$ cat src/rtl/uart_pkg.sv
// uart_pkg: shared definitions for the UART blocks.
//   - FSM state encodings (ST_IDLE .. ST_STOP), 3 bits wide
//   - parity mode constants (PAR_NONE, PAR_EVEN, PAR_ODD)
//   - parity_bit(): parity bit for a data word under a given mode
package uart_pkg;

  localparam int unsigned StateW = 3;

  localparam logic [StateW-1:0] ST_IDLE   = 3'd0;
  localparam logic [StateW-1:0] ST_START  = 3'd1;
  localparam logic [StateW-1:0] ST_DATA   = 3'd2;
  localparam logic [StateW-1:0] ST_PARITY = 3'd3;
  localparam logic [StateW-1:0] ST_STOP   = 3'd4;

  localparam int unsigned PAR_NONE = 0;
  localparam int unsigned PAR_EVEN = 1;
  localparam int unsigned PAR_ODD  = 2;

  // Even parity sends the XOR of the data bits so the total count of ones is even.
  function automatic logic parity_bit(input logic [7:0] word, input int unsigned mode);
    logic p;
    p = ^word;
    return (mode == PAR_ODD) ? ~p : p;
  endfunction

endpackage

$ cat src/rtl/uart_baud_gen.sv
// uart_baud_gen: bit-time generator.
//   Counts 0..BAUD_DIV-1 and emits a one-cycle tick while the count sits at its
//   last value, so the consumer advances on the wrap edge.
// Ports:
//   clk   in   system clock
//   rst_n in   asynchronous active-low reset
//   clr   in   restart the count from 0 on the next edge
//   tick  out  high during the final cycle of each bit time
module uart_baud_gen #(
  parameter int unsigned BAUD_DIV = 16
) (
  input  logic clk,
  input  logic rst_n,
  input  logic clr,
  output logic tick
);

  localparam int unsigned CntW = (BAUD_DIV > 1) ? $clog2(BAUD_DIV) : 1;
  localparam logic [CntW-1:0] CntMax = CntW'(BAUD_DIV - 1);

  logic [CntW-1:0] cnt_q, cnt_d;

  assign tick = (cnt_q == CntMax);

  always_comb begin
    cnt_d = cnt_q + CntW'(1);
    if (clr || tick) begin
      cnt_d = '0;
    end
  end

  always_ff @(posedge clk or negedge rst_n) begin
    if (!rst_n) begin
      cnt_q <= '0;
    end else begin
      cnt_q <= cnt_d;
    end
  end

endmodule

$ cat src/rtl/uart_tx.sv
// uart_tx: serial UART transmitter.
//   Frames each accepted byte as start bit, 8 data bits LSB first, optional
//   parity bit and 1 or 2 stop bits. Words offered while busy are dropped.
// Ports:
//   clk      in   system clock
//   rst_n    in   asynchronous active-low reset
//   tx_data  in   [7:0] word to send, sampled on the accept edge
//   data_vld in   request from the producer
//   tx_rdy   out  registered; high when a word can be accepted
//   tx       out  registered serial line, idle high
//   busy     out  registered; inverse of tx_rdy
module uart_tx
  import uart_pkg::*;
#(
  parameter int unsigned CLK_FREQ  = 50_000_000,
  parameter int unsigned BAUD      = 115_200,
  parameter int unsigned PARITY    = 0,
  parameter int unsigned STOP_BITS = 1
) (
  input  logic       clk,
  input  logic       rst_n,
  input  logic [7:0] tx_data,
  input  logic       data_vld,
  output logic       tx_rdy,
  output logic       tx,
  output logic       busy
);

  localparam int unsigned BAUD_DIV  = CLK_FREQ / BAUD;
  localparam logic        HasParity = (PARITY != PAR_NONE);
  localparam logic        StopLast  = (STOP_BITS == 2);

  logic [StateW-1:0] state_q, state_d;
  logic [7:0]        data_q, data_d;
  logic [2:0]        bit_idx_q, bit_idx_d;
  logic              stop_cnt_q, stop_cnt_d;
  logic              tx_q, tx_d;
  logic              rdy_q, rdy_d;
  logic              busy_q, busy_d;
  logic [2:0]        idx_next;
  logic              accept;
  logic              tick;

  // Handshake uses the registered ready, so a request in the last stop-bit
  // cycle is not taken.
  assign accept   = data_vld & rdy_q;
  assign idx_next = bit_idx_q + 3'd1;

  uart_baud_gen #(
    .BAUD_DIV(BAUD_DIV)
  ) u_baud_gen (
    .clk  (clk),
    .rst_n(rst_n),
    .clr  (accept),
    .tick (tick)
  );

  always_comb begin
    state_d    = state_q;
    data_d     = data_q;
    bit_idx_d  = bit_idx_q;
    stop_cnt_d = stop_cnt_q;
    tx_d       = tx_q;
    rdy_d      = rdy_q;

    case (state_q)
      ST_IDLE: begin
        tx_d  = 1'b1;
        rdy_d = 1'b1;
        if (accept) begin
          state_d   = ST_START;
          data_d    = tx_data;
          bit_idx_d = 3'd0;
          tx_d      = 1'b0;
          rdy_d     = 1'b0;
        end
      end
      ST_START: begin
        if (tick) begin
          state_d = ST_DATA;
          tx_d    = data_q[0];
        end
      end
      ST_DATA: begin
        if (tick) begin
          if (bit_idx_q == 3'd7) begin
            if (HasParity) begin
              state_d = ST_PARITY;
              tx_d    = parity_bit(data_q, PARITY);
            end else begin
              state_d    = ST_STOP;
              stop_cnt_d = 1'b0;
              tx_d       = 1'b1;
            end
          end else begin
            bit_idx_d = idx_next;
            tx_d      = data_q[idx_next];
          end
        end
      end
      ST_PARITY: begin
        if (tick) begin
          state_d    = ST_STOP;
          stop_cnt_d = 1'b0;
          tx_d       = 1'b1;
        end
      end
      ST_STOP: begin
        if (tick) begin
          if (stop_cnt_q == StopLast) begin
            state_d = ST_IDLE;
            rdy_d   = 1'b1;
          end else begin
            stop_cnt_d = 1'b1;
          end
        end
      end
      default: begin
        state_d = ST_IDLE;
        tx_d    = 1'b1;
        rdy_d   = 1'b1;
      end
    endcase

    busy_d = ~rdy_d;
  end

  always_ff @(posedge clk or negedge rst_n) begin
    if (!rst_n) begin
      state_q    <= ST_IDLE;
      data_q     <= 8'h00;
      bit_idx_q  <= 3'd0;
      stop_cnt_q <= 1'b0;
      tx_q       <= 1'b1;
      rdy_q      <= 1'b1;
      busy_q     <= 1'b0;
    end else begin
      state_q    <= state_d;
      data_q     <= data_d;
      bit_idx_q  <= bit_idx_d;
      stop_cnt_q <= stop_cnt_d;
      tx_q       <= tx_d;
      rdy_q      <= rdy_d;
      busy_q     <= busy_d;
    end
  end

  assign tx     = tx_q;
  assign tx_rdy = rdy_q;
  assign busy   = busy_q;

endmodule

$ cat config.mk
export PLATFORM = sky130hd
export DESIGN_NAME = uart_tx
export DESIGN_NICKNAME = d
export VERILOG_FILES = /design/src/rtl/uart_pkg.sv /design/src/rtl/uart_baud_gen.sv /design/src/rtl/uart_tx.sv
export SDC_FILE = /design/constraint.sdc
export NUM_CORES = 1
export LEC_CHECK = 0
export BUFFER_PORTS_ARGS = -buffer_cell sky130_fd_sc_hd__buf_2
export CORE_MARGIN = 8
export CORE_UTILIZATION = 30
export DETAILED_ROUTE_END_ITERATION = 10
export PLACE_DENSITY = 0.42
export SYNTH_ARGS = -nofsm -noshare
export SYNTH_HDL_FRONTEND = slang
export SYNTH_SLANG_ARGS = --single-unit
$ cat constraint.sdc
create_clock -name clk -period 2.4 [get_ports clk]
set_input_delay 0.12 -clock clk [delete_from_list [all_inputs] [get_ports clk]]
set_output_delay 0.12 -clock clk [all_outputs]
set_load 0.01 [all_outputs]
==> flow_summary_export.csv <==
group,metric,value,unit
logic_synthesis,synth_cells,116,
routing,drtIter0Drc,58,
worst_setup_path,reg2regPathDepth,6,
logic_synthesis,netlist.area_leader.share,0.445,
sta,setup_violations,0,
clock_network,clk_pin_slew_worst_paths,0.09,ns
layout,drive_above_1_share,0.265,
min_path,worstHoldStart,"tx_data[7]",
clock_network,cts_sinks,26,
floorplan,row_count,24,
worst_setup_path,critical_path.max_fanout,5,
routing,drt_pass1_iterations,4,
sta,post-route-period-util,0.698,
sta,hold_viol,0,
global_route,grt_pass1_vias,886,
global_route,antenna_found_initial,0,
worst_setup_path,critPathKind,"flop to flop",
power,power,1.30,mW
sta,worst_pin_slew,0.594,ns
logic_synthesis,yosysMostFrequentCell,"dfrtp_1",
logic_synthesis,async_flop_share,1.00,
logic_synthesis,synth_cell_types,37,
logic_synthesis,yosysWarnings,0,
logic_synthesis,synth_commonest_cells,"dfrtp_1, nor2_1, mux2_4, nand2_1",
clock_network,cts_max_level,1,
worst_setup_path,timing.rr.end,"bit_idx_q[0]$_DFFE_PN0P_",
place,preCtsSetupSlack,0.760,ns
global_route,globalRouteTotalUtil,0.0761,
clock_network,numCtsBuffers,3,
worst_setup_path,path_buf_inv,1,
place,place_area,1460,um^2
worst_setup_path,r2r_slack,0.72,ns
floorplan,dieArea,6900,um^2
power,leakagePower,0.660,nW
layout,syn_to_final_growth,12.0,%
layout,final_area,1510,um^2
floorplan,ioPinCount,14,
routing,drc,0,
worst_setup_path,cp.depth,6,
routing,viasPerCell,4.79,
power,irDropWorstVdd,0.265,mV
floorplan,start_util,0.310,
global_route,grtUsageMet1,0.107,
worst_setup_path,startpoint_type,"flop",
place,routabilityCongestion,0.874,
sta,setup_ws,0.725,ns
worst_setup_path,crit_path_end,"bit_idx_q[0]$_DFFE_PN0P_",
worst_setup_path,required,2.62,ns
sta,relSlewSlack,0.604,
worst_setup_path,cp_common_cell,"ha_1",
logic_synthesis,syn-num-nets,131,
floorplan,coreArea,4350,um^2
sta,rsz0062_at_grt,"false",
global_route,use_met2,0.105,
logic_synthesis,yosys-top-cells-area,"dfrtp_1, mux2_4, nor2_1",
logic_synthesis,synth_edf_count,0,
logic_synthesis,avgSynthCellArea,11.6,um^2
sta,max_freq,597,MHz
global_route,grt_pass1_wl,4360,um
place,io_buffers,13,
worst_setup_path,cp-startpoint,"bit_idx_q[0]$_DFFE_PN0P_",
worst_setup_path,cp_cell_sequence,"ha_1 > ha_1 > inv_1 > nand3_1 > nor4_2 > mux2_4",
clock_network,tritoncts,"built",
routing,vias,881,
sta,skew,0.00263,ns
layout,antenna_cells,0,
routing,drtAntennaViolNets,0,
floorplan,die_height,83.1,um
floorplan,die_width,83.1,um
worst_setup_path,rr_startpoint,"bit_idx_q[0]$_DFFE_PN0P_",
clock_network,clk_path_buf_depth,2,
worst_setup_path,cp_top_family,"flip-flops",
logic_synthesis,netlist_area,1350,um^2
sta,final_max_slew_viol_count,0,
clock_network,worstSkewPairLatency,0.27,ns
logic_synthesis,seq_area_frac_synth,0.484,
clock_network,post_cts_buffers,0,
global_route,grt_max_degree,27,
place,dp_hpwl,1920,um
logic_synthesis,yosysTopAreaCell,"dfrtp_1",
global_route,grt_overflow_total,0,
worst_setup_path,max_stage_delay,0.48,ns
min_path,hp-class,"input port to flop",
worst_setup_path,cp-end-kind,"flop",
sta,fin_crit,1.68,ns
worst_setup_path,slowest_stage,"dfrtp_1",
logic_synthesis,synth.ff_latch_count,26,
global_route,top_usage_layer,"met1",
routing,wl,2650,um
global_route,use_met3,0.0186,
outcome,outcome,"completed",
logic_synthesis,ys.flop_type,"dfrtp_1",
routing,post_drt_wl_per_cell,14.4,um
clock_network,root_buffer,"clkbuf_8",
layout,nets,148,
sta,fin_tns_setup,0,ns
power,powerDensity,860,nW/um^2
job,cap_violations,0,
worst_setup_path,crit_arrival,1.90,ns
per-stage QoR:
step,hold slack (ns),instances,utilization
after global placement,0.159,179,0.335
after detailed placement,0.172,179,0.335
final,0.0669,184,0.347
after floorplan,-0.176,116,-
after CTS,0.0627,184,0.347
after global routing,0.0589,184,0.347
placed cells by master (no fill, tap or decap), types with 2 or more instances in the layout:
| master | count |
|---|---|
| a211o_1 | 2 |
| a21oi_1 | 5 |
| a22o_1 | 2 |
| buf_2 | 13 |
| clkbuf_8 | 3 |
| dfrtp_1 | 24 |
| dfstp_2 | 2 |
| ha_1 | 4 |
| inv_1 | 3 |
| mux2_4 | 9 |
| mux2i_1 | 2 |
| nand2_1 | 7 |
| nand3_1 | 5 |
| nor2_1 | 18 |
| nor3_1 | 3 |
| xnor2_1 | 5 |
| xor2_1 | 2 |
area by class of cell:
type	instances	area, um^2
sequential	26	653
fill	423	2840
multi-input combinational	84	656
timing repair buffer	15	82.6
tap	52	65.1
clock buffer	4	45.0
inverter	3	11.3
metal layers:
layer  up-vias  part of all wire
met5         -                 0
met4         0             0.016
met3         5             0.037
met2        16              0.44
met1       420              0.51
li1        440                 -
sequential cells by signal, indices dropped and copies added, names as in the netlist:
register,count
state_q,3
u_baud_gen.cnt_q,9
tx_rdy,1
busy,1
data_q,8
tx,1
bit_idx_q,3
worst min-delay path by stage:
stage,end,slack (ns),depth (start not counted)
after floorplan,bit_idx_q[0]$_DFFE_PN0P_,-0.18,0
after global placement,u_baud_gen.cnt_q[1]$_DFF_PN0_,0.16,1
after detailed placement,u_baud_gen.cnt_q[2]$_DFF_PN0_,0.17,1
after CTS,data_q[7]$_DFFE_PN0P_,0.06,2
after global routing,data_q[5]$_DFFE_PN0P_,0.06,2
final,data_q[7]$_DFFE_PN0P_,0.07,2
power by group:
| group | internal, mW | leakage (nW) | total, mW | switching [mW] |
|---|---|---|---|---|
| Combinational | 0.219 | 0.307 | 0.364 | 0.145 |
| Clock | 0.119 | 0.0228 | 0.262 | 0.143 |
| Sequential | 0.570 | 0.331 | 0.674 | 0.104 |
kinds of logic after synthesis:
kind of cell | Yosys count | synth area share
AO/OA/AOI/OAI | 19 | 0.103
XOR/XNOR | 7 | 0.0454
adder cells (fa/ha/maj) | 4 | 0.0371
buffers and inverters | 6 | 0.0306
flip-flops | 26 | 0.484
multiplexers | 12 | 0.132
AND/OR/NAND/NOR | 42 | 0.169
timing repair:
item,CTS,global route
setup endpoints to repair,0,0
endpoints found under the hold margin,24,0
resized for setup,0,0
hold buffers,1,0
(Power assumes the default switching activity.)
